### src/rtl/seq_alu.sv
// Sequential ALU: single-cycle logic/shift/add ops, WIDTH-cycle iterative
// multiply and restoring unsigned divide, valid/ready on both sides.
//
// state | meaning
// IDLE  | ready_o high, waiting for valid_i
// BUSY  | iterating MUL/DIVU/REMU, one step per cycle
// DONE  | valid_o high, holding result until ready_i
module seq_alu #(
    parameter int WIDTH = 32,
    parameter int SHW   = $clog2(WIDTH)
) (
    input  logic             clk_i,
    input  logic             rst_i,
    input  logic             valid_i,
    input  logic [3:0]       ALUCtrl_i,
    input  logic [WIDTH-1:0] data1_i,
    input  logic [WIDTH-1:0] data2_i,
    output logic             ready_o,
    output logic             valid_o,
    input  logic             ready_i,
    output logic [WIDTH-1:0] data_o,
    output logic             Zero_o
);

    localparam int CW = $clog2(WIDTH) + 1;

    localparam logic [3:0] OP_MUL  = 4'h5;
    localparam logic [3:0] OP_DIVU = 4'hB;
    localparam logic [3:0] OP_REMU = 4'hC;

    typedef enum logic [1:0] {IDLE, BUSY, DONE} state_t;

    state_t           state_q, state_d;
    logic [CW-1:0]    cnt_q, cnt_d;
    logic [3:0]       op_q, op_d;
    logic [WIDTH-1:0] acc_q, acc_d;   // MUL partial product / DIV remainder
    logic [WIDTH-1:0] mq_q, mq_d;     // MUL multiplier / DIV dividend->quotient
    logic [WIDTH-1:0] opb_q, opb_d;   // MUL shifted multiplicand / DIV divisor
    logic             eq_q, eq_d;
    logic [WIDTH-1:0] data_q, data_d;
    logic             zero_q, zero_d;

    logic [SHW-1:0]   shamt;
    logic [WIDTH-1:0] simple_res;
    logic             slt;
    logic [WIDTH:0]   rem_sh;
    logic [WIDTH:0]   rem_diff;
    logic [WIDTH-1:0] rem_new;
    logic [WIDTH-1:0] quo_new;
    logic [WIDTH-1:0] prod_new;
    logic             is_long;

    assign shamt   = data2_i[SHW-1:0];
    assign slt     = $signed(data1_i) < $signed(data2_i);
    assign is_long = (ALUCtrl_i == OP_MUL) || (ALUCtrl_i == OP_DIVU) ||
                     (ALUCtrl_i == OP_REMU);

    always_comb begin
        simple_res = data1_i;
        case (ALUCtrl_i)
            4'h0:       simple_res = data1_i & data2_i;
            4'h1:       simple_res = data1_i ^ data2_i;
            4'h2:       simple_res = data1_i << shamt;
            4'h3, 4'h6: simple_res = data1_i + data2_i;
            4'h4:       simple_res = data1_i - data2_i;
            4'h7:       simple_res = $signed(data1_i) >>> shamt;
            4'h8:       simple_res = data1_i | data2_i;
            4'h9:       simple_res = data1_i >> shamt;
            4'hA:       simple_res = {{(WIDTH-1){1'b0}}, slt};
            default:    simple_res = data1_i;
        endcase
    end

    // Restoring divide step; a zero divisor naturally yields all-ones/A.
    always_comb begin
        rem_sh   = {acc_q, mq_q[WIDTH-1]};
        rem_diff = rem_sh - {1'b0, opb_q};
        if (!rem_diff[WIDTH]) begin
            rem_new = rem_diff[WIDTH-1:0];
            quo_new = {mq_q[WIDTH-2:0], 1'b1};
        end else begin
            rem_new = rem_sh[WIDTH-1:0];
            quo_new = {mq_q[WIDTH-2:0], 1'b0};
        end
        prod_new = mq_q[0] ? (acc_q + opb_q) : acc_q;
    end

    always_comb begin
        state_d = state_q;
        cnt_d   = cnt_q;
        op_d    = op_q;
        acc_d   = acc_q;
        mq_d    = mq_q;
        opb_d   = opb_q;
        eq_d    = eq_q;
        data_d  = data_q;
        zero_d  = zero_q;
        case (state_q)
            IDLE: begin
                if (valid_i) begin
                    op_d = ALUCtrl_i;
                    eq_d = (data1_i == data2_i);
                    if (is_long) begin
                        cnt_d   = CW'(WIDTH);
                        acc_d   = '0;
                        mq_d    = (ALUCtrl_i == OP_MUL) ? data2_i : data1_i;
                        opb_d   = (ALUCtrl_i == OP_MUL) ? data1_i : data2_i;
                        state_d = BUSY;
                    end else begin
                        data_d  = simple_res;
                        zero_d  = (data1_i == data2_i);
                        state_d = DONE;
                    end
                end
            end
            BUSY: begin
                cnt_d = cnt_q - CW'(1);
                if (op_q == OP_MUL) begin
                    acc_d = prod_new;
                    mq_d  = mq_q >> 1;
                    opb_d = opb_q << 1;
                end else begin
                    acc_d = rem_new;
                    mq_d  = quo_new;
                end
                if (cnt_q == CW'(1)) begin
                    case (op_q)
                        OP_MUL:  data_d = prod_new;
                        OP_DIVU: data_d = quo_new;
                        default: data_d = rem_new;
                    endcase
                    zero_d  = eq_q;
                    state_d = DONE;
                end
            end
            DONE: begin
                if (ready_i) state_d = IDLE;
            end
            default: state_d = IDLE;
        endcase
    end

    always_ff @(posedge clk_i) begin
        if (rst_i) begin
            state_q <= IDLE;
            cnt_q   <= '0;
            op_q    <= '0;
            acc_q   <= '0;
            mq_q    <= '0;
            opb_q   <= '0;
            eq_q    <= 1'b0;
            data_q  <= '0;
            zero_q  <= 1'b0;
        end else begin
            state_q <= state_d;
            cnt_q   <= cnt_d;
            op_q    <= op_d;
            acc_q   <= acc_d;
            mq_q    <= mq_d;
            opb_q   <= opb_d;
            eq_q    <= eq_d;
            data_q  <= data_d;
            zero_q  <= zero_d;
        end
    end

    assign ready_o = (state_q == IDLE);
    assign valid_o = (state_q == DONE);
    assign data_o  = data_q;
    assign Zero_o  = zero_q;

endmodule

### config.mk
export PLATFORM = sky130hd
export DESIGN_NAME = seq_alu
export DESIGN_NICKNAME = d
export VERILOG_FILES = /design/src/rtl/seq_alu.sv
export SDC_FILE = /design/constraint.sdc
export NUM_CORES = 1
export LEC_CHECK = 0
export CORE_ASPECT_RATIO = 0.75
export CORE_UTILIZATION = 45
export CTS_CLUSTER_SIZE = 40
export DETAILED_ROUTE_END_ITERATION = 7
export PLACE_DENSITY_LB_ADDON = 0.25
export SETUP_SLACK_MARGIN = 0.2
export SLEW_MARGIN = 20
export SYNTH_ARGS = -nofsm -noshare
export SYNTH_HDL_FRONTEND = slang
export SYNTH_SLANG_ARGS = --single-unit
### constraint.sdc
create_clock -name clk_i -period 4.8 [get_ports clk_i]
set_input_delay 0.96 -clock clk_i [delete_from_list [all_inputs] [get_ports clk_i]]
set_output_delay 0.96 -clock clk_i [all_outputs]
set_load 0.01 [all_outputs]
==> impl_metrics.env <==
export IMPL_status="complete, no violations"
export IMPL_synth_seq_area_share_pct=13.6
export IMPL_cts_tree="yes"
export IMPL_place_area_mm2=0.0233
export IMPL_period_share_pct=91.8
export IMPL_postCtsSetupBuffers=0
export IMPL_drt_pre_antenna_iters=6
export IMPL_synth_fp_nets=3209
export IMPL_clock_sinks=142
export IMPL_routed_wl_met2_um=41900
export IMPL_grt_setup_unrepaired="false"
export IMPL_crit_family="compound AO/OA/AOI/OAI gates"
export IMPL_grt_pass1_vias=22600
export IMPL_path_max_fanout=6
export IMPL_cpPeakStageDelay_ns=0.76
export IMPL_grt_pass1_wl_um=150000
export IMPL_required_ns=5.16
export IMPL_globalRouteTotalUtil_pct=42.2
export IMPL_cts_hold_buffers=0
export IMPL_worst_r2r_path_depth=14
export IMPL_fp_dieH_um=189
export IMPL_crit_path_end_kind="flop"
export IMPL_die_area_mm2=0.0473
export IMPL_top_layer="met5"
export IMPL_pre_cts_slack_ns=0.0366
export IMPL_fmax_mhz=227
export IMPL_die_w_um=251
export IMPL_final_cell_area_mm2=0.0239
export IMPL_hold_violations=0
export IMPL_netlist_cell_type_count=92
export IMPL_syn_area_mm2=0.0209
export IMPL_slew_viol_final=0
export IMPL_synth_yosys_warnings=0
export IMPL_grt_max_degree=70
export IMPL_coreArea_mm2=0.0453
export IMPL_root_buffer="clkbuf_16"
export IMPL_clkTransAtPathRegs_ns=0.07
export IMPL_cts_made_buffers=17
export IMPL_placedCellCount=3603
export IMPL_timing_final_ws_setup_ns=0.393
export IMPL_cp_slowest_cell="a211oi_1"
export IMPL_wl_per_cell_um=28.5
export IMPL_startpoint_type="input pin"
export IMPL_drc_errors=0
export IMPL_hold_worst_slack_ns=0.481
export IMPL_ios=107
export IMPL_period_needed_ns=4.41
export IMPL_drtAntennaViolNets=0
export IMPL_syn2layout_area_growth_pct=14.5
export IMPL_hold_path_class="reg2reg"
export IMPL_num_vias=25000
export IMPL_dp_hpwl_um=81700
export IMPL_globalplace_congestion=1.04
export IMPL_critPathKind="in2reg"
export IMPL_cap_violations=0
export IMPL_avgSynthCellArea_um2=7.07
export IMPL_post_cts_resized=0
export IMPL_power_density_mw_per_mm2=254
export IMPL_start_util_pct=46.1
export IMPL_synth_edf_count=0
export IMPL_fin_util_pct=52.8
export IMPL_ys_flop_type="dfxtp_1"
export IMPL_nets=3292
export IMPL_instances_no_fill=3637
export IMPL_synthCells=2953
export IMPL_antenna_found_initial=3
export IMPL_clkLatencyLatePin_ns=0.44
export IMPL_portBuffers=106
export IMPL_cp_num_buf_inv=1
export IMPL_power_mw=6.06
export IMPL_wl_um=103000
export IMPL_overflow=0
export IMPL_wirelength_met1_um=45300
export IMPL_drive_gt1_share_pct=11.4
export IMPL_leakagePower_nw=9.48
export IMPL_path_cells="clkdlybuf4s50_1 -> ha_1 -> nor4_2 -> a21oi_1 -> a211oi_1 -> o21ai_1 -> a211oi_2 -> o31ai_1 -> a2111oi_0 -> o211ai_1 -> a22oi_1"
export IMPL_worst_pin_slew_ns=1.02
export IMPL_path_depth=11
export IMPL_first_iter_violations=3820
export IMPL_synth_seq_cells=142
export IMPL_tns_ns=0
export IMPL_slew_headroom_pct=31.1
export IMPL_fin_skew_ns=0.0145
export IMPL_async_flop_share_pct=0
export IMPL_clockBufferDepth=2
export IMPL_hold_depth=2
export IMPL_setup_viol=0
export IMPL_rows=67
export IMPL_met3_length_um=13800
export IMPL_peakVddDrop_uv=238
export IMPL_vias_per_cell=6.87
export IMPL_worstPathArrival_ns=4.77
export IMPL_cts_htree_levels=4
==> registers in the layout (all words and copies together) (netlist names) <==
register  count
opb_q        32
acc_q        32
cnt_q         6
mq_q         32
Zero_o        1
op_q          4
eq_q          1
data_o       32
state_q       2
==> tightest hold or removal path: cells and delay by family (launching register included) <==
| kind | cells | cell delay, ns |
|---|---|---|
| compound gates | 1 | 0.08 |
| flops | 1 | 0.31 |
| simple gates | 1 | 0.05 |
==> synthesized netlist by cell type, types with 22 or more instances <==
| cell | count | area (um2) |
|---|---|---|
| o211ai_1 | 97 | 728 |
| nor3_1 | 47 | 235 |
| nand2_1 | 351 | 1320 |
| a311oi_1 | 35 | 307 |
| a21oi_1 | 279 | 1400 |
| a31oi_1 | 27 | 169 |
| mux2_2 | 42 | 473 |
| xnor2_1 | 42 | 368 |
| o31ai_1 | 24 | 180 |
| a21o_1 | 30 | 225 |
| xor2_1 | 23 | 201 |
| o21a_1 | 26 | 195 |
| dfxtp_1 | 142 | 2840 |
| nand2b_1 | 31 | 194 |
| o21ai_0 | 169 | 846 |
| ha_1 | 180 | 2250 |
| nor2_1 | 292 | 1100 |
| a211oi_1 | 84 | 631 |
| mux2i_1 | 139 | 1390 |
| buf_2 | 23 | 115 |
| clkbuf_1 | 179 | 672 |
| o21bai_1 | 23 | 173 |
| mux4_2 | 22 | 495 |
| nand3_1 | 44 | 220 |
| inv_1 | 148 | 556 |
| buf_1 | 24 | 90.1 |
| a221oi_1 | 36 | 315 |
| o221ai_1 | 27 | 236 |
| o22ai_1 | 36 | 225 |
==> area by class of cell <==
class,instances,area (um2)
Multi-Input combinational cell,2424,16600
Sequential cell,142,2840
Antenna cell,2,5.00
Timing Repair Buffer,299,2550
Clock buffer,18,429
Clock inverter,14,183
Inverter,152,571
Fill cell,4503,21400
Tap cell,586,733
==> cells in the final DEF (no fill, tap or decap), types with 21 or more instances in the layout <==
master,Yosys,routed
o21bai_1,23,23
a21oi_1,279,279
ha_1,180,180
inv_1,148,148
o21ai_0,169,168
o22ai_1,36,36
a221oi_1,36,36
nand2b_1,31,30
o221ai_1,27,27
xnor2_1,42,42
dfxtp_1,142,142
nor2_1,292,289
nand3_1,44,44
mux2i_1,139,139
nor3_1,47,44
a21o_1,30,30
a311oi_1,35,34
o31ai_1,24,24
a31oi_1,27,27
o21a_1,26,26
a211oi_1,84,84
mux2_2,42,42
nor4_1,21,21
xor2_1,23,23
nand2_1,351,351
clkdlybuf4s50_1,0,99
buf_4,3,189
o211ai_1,97,97
mux4_2,22,22
==> power by group <==
part           total (mW)  switching (mW)  internal (mW)
registers            1.38           0.113           1.26
clock network        1.44           0.607          0.829
logic                3.25            2.02           1.23
==> per-layer routing <==
layer / vias up / GRT usage [%]
met5: - / 0.102
met1: 11900 / 61.8
met4: 2 / 9.63
met3: 183 / 11.2
li1: 11100 / -
met2: 1760 / 60.6
==> cells by family (layout without fill, tap and decap cells) <==
| family | after synthesis | count (layout) | synth area share, % |
|---|---|---|---|
| AND/OR/NAND/NOR | 912 | 912 | 19.5 |
| other | 0 | 2 | 0 |
| flip-flops | 142 | 142 | 13.6 |
| adder cells (fa/ha/maj) | 184 | 184 | 11.2 |
| AO/OA/AOI/OAI | 1060 | 1060 | 34.4 |
| multiplexers | 203 | 203 | 11.3 |
| buffers and inverters | 387 | 483 | 7.31 |
| XOR/XNOR | 65 | 65 | 2.73 |
==> worst paths after layout <==
kind                   start          to  slack [ns]
setup / recovery  data1_i[6]  data_o[31]        0.39
hold / removal          eq_q      Zero_o        0.48
setup reg to reg    mq_q[31]   data_o[5]        0.47
hold reg to reg         eq_q      Zero_o        0.48
(Power assumes the default switching activity.)
